## src/rtl/axi_rab_buffer_pkg.sv

```systemverilog
// Shared definitions for the RAB AXI elastic buffers: pointer wrap helper and
// the legal parameter bounds checked at elaboration.
package axi_rab_buffer_pkg;

  // Smallest depth that still lets the buffer decouple both sides.
  localparam int unsigned MIN_DEPTH     = 2;
  // Lowest meaningful almost-full threshold.
  localparam int unsigned MIN_AF_THRESH = 1;

  // Next pointer value with an explicit wrap at depth-1, so non-power-of-2
  // depths index only valid entries.
  function automatic int unsigned ptr_inc(input int unsigned ptr,
                                          input int unsigned depth);
    return (ptr == depth - 1) ? 0 : ptr + 1;
  endfunction

endpackage

```

## src/rtl/axi_buffer_rab_wrap_ctr.sv

```systemverilog
// Pointer counter that wraps at DEPTH-1; used for both read and write pointers.
module axi_buffer_rab_wrap_ctr
  import axi_rab_buffer_pkg::*;
#(
  parameter int DEPTH = 4,
  parameter int PTR_W = 2
) (
  input  logic             clk,
  input  logic             rstn,
  input  logic             clr,
  input  logic             en,
  output logic [PTR_W-1:0] count
);

  // Advance on enable, return to zero on reset or clear (reset wins).
  always_ff @(posedge clk) begin
    // NOTE: state registers use non-blocking assignments so every flop
    // samples the pre-edge values of the others.
    if (!rstn) begin
      count <= '0;
    end else if (clr) begin
      count <= '0;
    end else if (en) begin
      count <= PTR_W'(ptr_inc(32'(count), DEPTH));
    end
  end

endmodule

```

## src/rtl/axi_buffer_rab_flex.sv

```systemverilog
// Elastic valid/ready buffer for the RAB AXI channels. Supports any depth >= 2,
// optional fall-through when empty, fill level / almost-full outputs and a
// synchronous flush that drops all stored beats.
module axi_buffer_rab_flex
  import axi_rab_buffer_pkg::*;
#(
  parameter int DATA_WIDTH   = 32,
  parameter int BUFFER_DEPTH = 4,
  parameter int FALL_THROUGH = 0,
  parameter int AF_THRESH    = 3,
  localparam int PTR_W       = $clog2(BUFFER_DEPTH),
  localparam int CNT_W       = $clog2(BUFFER_DEPTH + 1)
) (
  input  logic                  clk,
  input  logic                  rstn,
  input  logic                  flush,
  input  logic                  valid_in,
  input  logic [DATA_WIDTH-1:0] data_in,
  output logic                  ready_out,
  output logic [DATA_WIDTH-1:0] data_out,
  output logic                  valid_out,
  input  logic                  ready_in,
  output logic [CNT_W-1:0]      elements,
  output logic                  almost_full
);

  if (BUFFER_DEPTH < int'(MIN_DEPTH)) begin : g_bad_depth
    $error("axi_buffer_rab_flex: BUFFER_DEPTH must be >= 2");
  end
  if (AF_THRESH < int'(MIN_AF_THRESH) || AF_THRESH > BUFFER_DEPTH) begin : g_bad_af
    $error("axi_buffer_rab_flex: AF_THRESH must be in 1..BUFFER_DEPTH");
  end

  logic [DATA_WIDTH-1:0] mem [BUFFER_DEPTH];
  logic [PTR_W-1:0]      ptr_in;
  logic [PTR_W-1:0]      ptr_out;
  logic [CNT_W-1:0]      count;
  logic                  full;
  logic                  empty;
  logic                  pass;
  logic                  push;
  logic                  pop;

  assign full  = (count == CNT_W'(BUFFER_DEPTH));
  assign empty = (count == '0);

  // A fall-through pass consumes the beat directly; it is never stored.
  assign pass = (FALL_THROUGH != 0) && empty && valid_in && ready_in && !flush;
  assign push = valid_in && ready_out && !pass;
  assign pop  = valid_out && ready_in && !empty;

  // Output selection: stored head, or the live input when empty in fall-through mode.
  always_comb begin
    // NOTE: every output gets a value on every path, so no latch is inferred.
    ready_out = !full && !flush;
    valid_out = !empty && !flush;
    data_out  = mem[ptr_out];
    if (FALL_THROUGH != 0 && empty) begin
      valid_out = valid_in && !flush;
      data_out  = data_in;
    end
  end

  assign elements    = count;
  assign almost_full = (count >= CNT_W'(AF_THRESH));

  axi_buffer_rab_wrap_ctr #(
    .DEPTH (BUFFER_DEPTH),
    .PTR_W (PTR_W)
  ) u_ptr_in (
    .clk   (clk),
    .rstn  (rstn),
    .clr   (flush),
    .en    (push),
    .count (ptr_in)
  );

  axi_buffer_rab_wrap_ctr #(
    .DEPTH (BUFFER_DEPTH),
    .PTR_W (PTR_W)
  ) u_ptr_out (
    .clk   (clk),
    .rstn  (rstn),
    .clr   (flush),
    .en    (pop),
    .count (ptr_out)
  );

  // Fill level: up on push only, down on pop only; flush empties the buffer.
  always_ff @(posedge clk) begin
    if (!rstn) begin
      count <= '0;
    end else if (flush) begin
      count <= '0;
    end else begin
      case ({push, pop})
        2'b10:   count <= count + CNT_W'(1);
        2'b01:   count <= count - CNT_W'(1);
        default: count <= count;
      endcase
    end
  end

  // Storage write; reset zeroes entries so data_out reads 0 after reset.
  always_ff @(posedge clk) begin
    // NOTE: the storage array is reset deliberately (data_out must be 0 after
    // reset); flush leaves contents untouched since the pointers hide them.
    if (!rstn) begin
      for (int i = 0; i < BUFFER_DEPTH; i++) begin
        mem[i] <= '0;
      end
    end else if (push) begin
      mem[ptr_in] <= data_in;
    end
  end

endmodule
```

## config.mk

```make
export PLATFORM = sky130hd
export DESIGN_NAME = axi_buffer_rab_flex
export DESIGN_NICKNAME = d
export VERILOG_FILES = /design/src/rtl/axi_rab_buffer_pkg.sv /design/src/rtl/axi_buffer_rab_wrap_ctr.sv /design/src/rtl/axi_buffer_rab_flex.sv
export SDC_FILE = /design/constraint.sdc
export NUM_CORES = 1
export LEC_CHECK = 0
export ABC_CLOCK_PERIOD_IN_PS = 4000
export CAP_MARGIN = 10
export CORE_MARGIN = 5
export CORE_UTILIZATION = 50
export CTS_BUF_LIST = sky130_fd_sc_hd__clkbuf_16
export CTS_CLUSTER_DIAMETER = 40
export DETAILED_ROUTE_END_ITERATION = 7
export GPL_ROUTABILITY_DRIVEN = 0
export PLACE_DENSITY = 0.83
export SYNTH_ARGS = -nofsm -noshare
export SYNTH_HDL_FRONTEND = slang
export SYNTH_SLANG_ARGS = --single-unit
```

## constraint.sdc

```tcl
create_clock -name clk -period 4 [get_ports clk]
set_input_delay 0.6 -clock clk [delete_from_list [all_inputs] [get_ports clk]]
set_output_delay 0.6 -clock clk [all_outputs]
set_load 0.01 [all_outputs]
```

==> results of run 1 <==
==> metrics by stage <==
step                utilization  hold WS (ns)  setup slack [ns]  instance area, um2  std cells
floorplan                     -        0.4539            0.1857                6097        380
global placement         0.5796        0.4674             1.079                6933        581
detailed placement       0.5809        0.5002            0.9872                6948        582
CTS                      0.6244        0.5079            0.9000                7468        614
global route             0.6244        0.5545            0.7971                7468        614
finish                   0.6244        0.5151            0.9868                7468        614
==> registers in the layout, indices dropped and copies added (netlist names), named ones only <==
name / count
elements: 3
mem: 128
u_ptr_in.count: 2
u_ptr_out.count: 2
==> how the worst min path moves through the flow <==
stage / startpoint / endpoint / cells after the start
after floorplan: u_ptr_out.count[1] / flop / 2
after global placement: u_ptr_out.count[1] / flop / 2
after detailed placement: u_ptr_out.count[1] / flop / 2
after CTS: u_ptr_out.count[1] / flop / 2
after global routing: u_ptr_out.count[1] / flop / 2
final: u_ptr_out.count[1] / flop / 2
==> cell usage after synthesis, types with 5 or more instances <==
cell type / count / area, um2
buf_6: 14 / 157.7
nand2_1: 5 / 18.77
clkbuf_1: 12 / 45.04
edfxtp_1: 128 / 3844
nor2_1: 6 / 22.52
mux4_2: 32 / 720.7
dfxtp_1: 9 / 180.2
and2_1: 33 / 206.5
inv_1: 5 / 18.77
and3_1: 96 / 600.6
o21ai_0: 7 / 35.03
nor2b_1: 6 / 37.54
==> power by group through the flow <==
stage | sequential [mW] | clock (mW) | combinational [mW]
6_report | 1.65 | 1.36 | 0.235
2_1_floorplan | 1.67 | 0 | 0.112
3_3_place_gp | 1.67 | 0 | 0.232
4_1_cts | 1.65 | 1.38 | 0.238
3_5_place_dp | 1.68 | 0 | 0.236
5_1_grt | 1.65 | 1.44 | 0.252
==> routing by layer <==
layer | part of all wire | wire length (um) | global-route usage
met1 | 0.41 | 5110 | 0.2303
met2 | 0.51 | 6469 | 0.3063
met3 | 0.067 | 841 | 0.04724
met4 | 0.015 | 183 | 0.06799
met5 | 0 | 0 | 0
==> final cells by class <==
type | instances | area share
clock inverters | 15 | 0.01273
inverters | 5 | 0.002513
repair buffers | 85 | 0.1112
well taps | 147 | 0.02463
flip-flops and latches | 137 | 0.5391
multi-input cells | 208 | 0.2528
clock buffers | 17 | 0.05696
==> cell usage in the layout (no fill, tap or decap), drive strengths merged, types with 3 or more instances in the layout <==
master	n
mux4	32
clkinv	8
dfxtp	9
clkdlybuf4s50	74
a21oi	4
clkinvlp	3
and2	33
clkbuf	17
edfxtp	128
o21ai	7
inv	8
nor2b	6
buf	11
and3	97
ha	3
nor2	6
nand2	5
==> critical path, delay by kind of cell, from the launching register on <==
kind,cells,cell delay (ns)
DFF,1,0.56
buffers and inverters,2,0.87
muxes,1,0.56
==> logic make-up (layout without fill, tap and decap cells) <==
kind of cell / Yosys count / in the layout / synth area share
multiplexers: 33 / 33 / 0.1198
AO/OA/AOI/OAI: 13 / 13 / 0.01149
adder cells (fa/ha/maj): 4 / 4 / 0.009441
buffers and inverters: 35 / 122 / 0.03940
flip-flops: 137 / 137 / 0.6600
AND/OR/NAND/NOR: 156 / 156 / 0.1570
XOR/XNOR: 2 / 2 / 0.002873
==> qor.txt, run 1 <==
Die Y: 120.4 um
Worst Setup EP: data_out[28]
peak supply drop: 0.2108 mV
full die area: 0.01450 mm2
Initial Util: 0.5097
YS warnings: 0
critical path launch point type: flop
deepest clock path buffer count: 2
kind of end point of the critical path: primary output
CTS clk-pin slew, worst paths: 0.05 ns
drt via density: 5.765
min-delay worst type: flop to flop
share of cells above drive strength 1: 0.1606
Tightest Pin Transition: 0.9573 ns
clk sinks: 137
area of the multi-input gates: 0.001888 mm2
Max Cap Viol: 0
RSZ-0062 raised after global routing: no
global-route wire length before repair: 20.23 mm
CP Max Fanout: 13
initial antenna violation count: 0
Fillers: 844
Worst EP arrival: 2.41 ns
num rows: 40
H-Tree Depth: 4
Final period util: 0.7533
Post-Syn Area per Cell: 16.04 um2
io pins: 75
Post-synth top flop: edfxtp_1
NetSw: 0.6692 mW
clock skew: 0.005253 ns
Crit Path Class: flop to primary output
Worst-Skew Late Latency: 0.40 ns
IO Port Bufs: 74
maximum clock frequency: 331.9 MHz
setup bufs post-CTS: 0
Post-synth EDFFs: 128
syn nets: 421
hold_buf cts: 0
1st-iter DRT viols: 310
outcome: finished clean
RR Startpoint: elements[2]
Max-slew headroom: 0.3618
WP data required: 3.40 ns
largest net degree at the start of global routing: 129
Die Wd: 120.4 um
Slew Limit Fails: 0
post-route ant nets: 0
clock power share: 0.420
total power: 3.248 mW
synthesized area: 0.006097 mm2
final number of setup-violating endpoints: 0
Remaining DRCs: 0
TritonCTS clock tree: built
final wirelength: 12.60 mm
Comb power frac: 0.073
core area: 0.01196 mm2
GRT Overall Usage: 0.1828
critical path cell sequence: buf_4 > mux4_2 > clkdlybuf4s50_1
Setup TNS: 0 ns
P&R area growth vs syn: 22.49%
drt first pass iters: 5
routed vias: 3540
register area: 0.004026 mm2
HPWL Detailed: 7.564 mm
reg2reg path depth: 8
ys async rst share: 0
post-synthesis sequential area ratio: 0.6600
R2R setup slack: 1.43 ns
slowest stage delay, CP: 0.56 ns
pwr dens: 434.9 mW/mm2
Sw Ratio: 0.2060
vias in the first global route: 3859
Lkg Pwr: 2.972 nW
final hold vios: 0
fin nets: 495
CP max-delay cell: dfxtp_2
Tmin final: 3.013 ns
WL/cell: 20.53 um
Pint: 2.579 mW
CTS Buf Count: 17
Synth Instances: 380
sequential power share: 0.508
post-synthesis cell type count: 29
cts repair resizes: 0
clock root cell: clkbuf_16
Synth Register Bits: 137
diode count: 0
R2R Path End: elements[2]
GR Overflow Total: 0
(Power assumes the default switching activity.)
==> run 2, diff against run 1 <==
--- a/config.mk
+++ b/config.mk
@@ -5,7 +5,7 @@
 export SDC_FILE = /design/constraint.sdc
 export NUM_CORES = 1
 export LEC_CHECK = 0
-export ABC_CLOCK_PERIOD_IN_PS = 4000
+export ABC_CLOCK_PERIOD_IN_PS = 2400
 export CAP_MARGIN = 10
 export CORE_MARGIN = 5
 export CORE_UTILIZATION = 50
==> constraint.sdc (replaced) <==
create_clock -name clk -period 2.4 [get_ports clk]
set_input_delay 0.36 -clock clk [delete_from_list [all_inputs] [get_ports clk]]
set_output_delay 0.36 -clock clk [all_outputs]
set_load 0.01 [all_outputs]
==> run 2 against run 1 <==
Critical path depth is the same. Combinational power grew 69%. Register-to-register slack lost 1.3 ns. Highest routed layer unchanged. Critical endpoint is now data_out[22]. Global-route usage shrank 0.18 points. Via count is essentially flat. Non-clock buffer count grew 11. Power grew 75%. Sequential share of layout area shrank 1.6 points. Sequential cell count is the same. Clock skew grew 0.0026 ns.
==> qor.txt, run 2 (same netlist as run 1, synthesis figures left out) <==
outcome: finished clean
pwr dens: 736.0 mW/mm2
1st-iter DRT viols: 234
WP data required: 2.04 ns
peak supply drop: 0.3960 mV
Tightest Pin Transition: 0.5727 ns
WP buf/inv: 2
critical path launch point type: flop
hold_buf cts: 0
IO Port Bufs: 74
sequential power share: 0.483
Comb power frac: 0.070
post-route ant nets: 0
Lkg Pwr: 3.204 nW
maximum clock frequency: 427.9 MHz
GRT Overall Usage: 0.1810
GR Overflow Total: 0
Final period util: 0.9737
num rows: 40
Slew Limit Fails: 0
core area: 0.01196 mm2
CTS clk-pin slew, worst paths: 0.06 ns
Worst EP arrival: 1.98 ns
fin area: 0.007709 mm2
WL/cell: 19.94 um
most frequent cells in the layout: 128 x edfxtp_1, 96 x and3_1, 54 x clkdlybuf4s50_1
CP top delay family: buffers and inverters
reg2reg path depth: 8
Worst-Skew Late Latency: 0.41 ns
Most flops, register: mem
slowest stage delay, CP: 0.51 ns
clock skew: 0.007854 ns
final wirelength: 12.46 mm
Max Cap Viol: 0
total power: 5.674 mW
Initial Util: 0.5097
drt first pass iters: 4
Hold Path Cell Cnt: 2
largest net degree at the start of global routing: 129
Die Wd: 120.4 um
Pint: 4.530 mW
diode count: 0
CTS Buf Count: 17
Sw Ratio: 0.2016
HPWL Detailed: 7.161 mm
global-route wire length before repair: 19.67 mm
TritonCTS clock tree: built
RSZ-0062 raised after global routing: no
final hold vios: 0
Max-slew headroom: 0.6178
Finished Layout Cells: 625
CP max-delay cell: mux4_2
Worst Hold Launch: u_ptr_out.count[1]
Tmin final: 2.337 ns
RR Startpoint: elements[0]
final number of setup-violating endpoints: 0
NetSw: 1.144 mW
Die Y: 120.4 um
io pins: 75
Post-DP Area: 0.007078 mm2
clock power share: 0.447
R2R Path End: elements[2]
Placed Instances: 592
clock root cell: clkbuf_16
setup bufs post-CTS: 0
critical path cell sequence: buf_12 > mux4_2 > clkdlybuf4s50_1
min-delay worst type: flop to flop
drt via density: 5.659
initial antenna violation count: 0
R2R setup slack: 0.16 ns
clk sinks: 137
routed vias: 3537
most common cell after layout, fill and taps aside: edfxtp_1
Crit Path Class: flop to primary output
fin nets: 506
CP Max Fanout: 12
full die area: 0.01450 mm2
kind of end point of the critical path: primary output
vias in the first global route: 3701
P&R area growth vs syn: 26.43%
H-Tree Depth: 4
deepest clock path buffer count: 2
Remaining DRCs: 0
max reg flops: 128
share of cells above drive strength 1: 0.1946
run 2: final cells by class:
class	count	area, um2
timing repair buffer	96	1003
inverter	5	18.77
clock buffer	17	425.4
tap	147	183.9
sequential	137	4030
clock inverter	15	158.9
fill	817	4253
multi-input combinational	208	1888
run 2: per-layer routing:
metal	global-route usage	vias to the layer above	part of all wire
li1	-	1646	-
met1	0.2176	1759	0.38
met2	0.3182	126	0.55
met3	0.04537	6	0.061
met4	0.06232	0	0.0078
met5	0	-	0
run 2: power groups by stage:
stage	registers [mW]	clock network [mW]	logic [mW]
finish	2.74	2.53	0.398
global route	2.75	2.69	0.425
CTS	2.74	2.57	0.405
detailed placement	2.79	0	0.412
global placement	2.78	0	0.407
floorplan	2.78	0	0.189
run 2: worst min-delay path: cells and delay by family, from the launching register on:
kind	cells	cell delay, ns
flip-flops	1	0.31
multiplexers	1	0.08
AND/OR/NAND/NOR	1	0.06
run 2: per-stage QoR:
stage | worst slack, ns | utilization | hold slack, ns | setup TNS [ns]
final | 0.06306 | 0.6445 | 0.5111 | 0
after global routing | 0.01587 | 0.6445 | 0.5549 | 0
after CTS | -0.01828 | 0.6400 | 0.5213 | -0.01828
after detailed placement | -0.1168 | 0.5917 | 0.5116 | -0.1168
after global placement | 0.03307 | 0.5917 | 0.4789 | 0
after floorplan | -0.2962 | - | 0.4539 | -18.63
run 2: worst max-delay path by stage:
stage | startpoint | end | slack [ns] | cells after the start
final | flop | data_out[22] | 0.06 | 3
after global routing | flop | data_out[22] | 0.02 | 3
after CTS | flop | data_out[27] | -0.02 | 3
after detailed placement | flush | elements[2] | -0.12 | 9
after global placement | flush | elements[2] | 0.03 | 9
after floorplan | elements[0] | mem[3][0] | -0.30 | 3
run 2: timing repair:
| action | 4_1_cts | 5_1_grt |
|---|---|---|
| gates cloned | 0 | 1 |
| gates resized for setup | 14 | 11 |
| endpoints found under the setup margin | 16 | 16 |
==> run 3, diff against run 2 <==
--- a/config.mk
+++ b/config.mk
@@ -5,7 +5,6 @@
 export SDC_FILE = /design/constraint.sdc
 export NUM_CORES = 1
 export LEC_CHECK = 0
-export ABC_CLOCK_PERIOD_IN_PS = 2400
 export CAP_MARGIN = 10
 export CORE_MARGIN = 5
 export CORE_UTILIZATION = 50
==> results of run 3 <==
Final layout, timing and power as in run 2 (identical DEF).
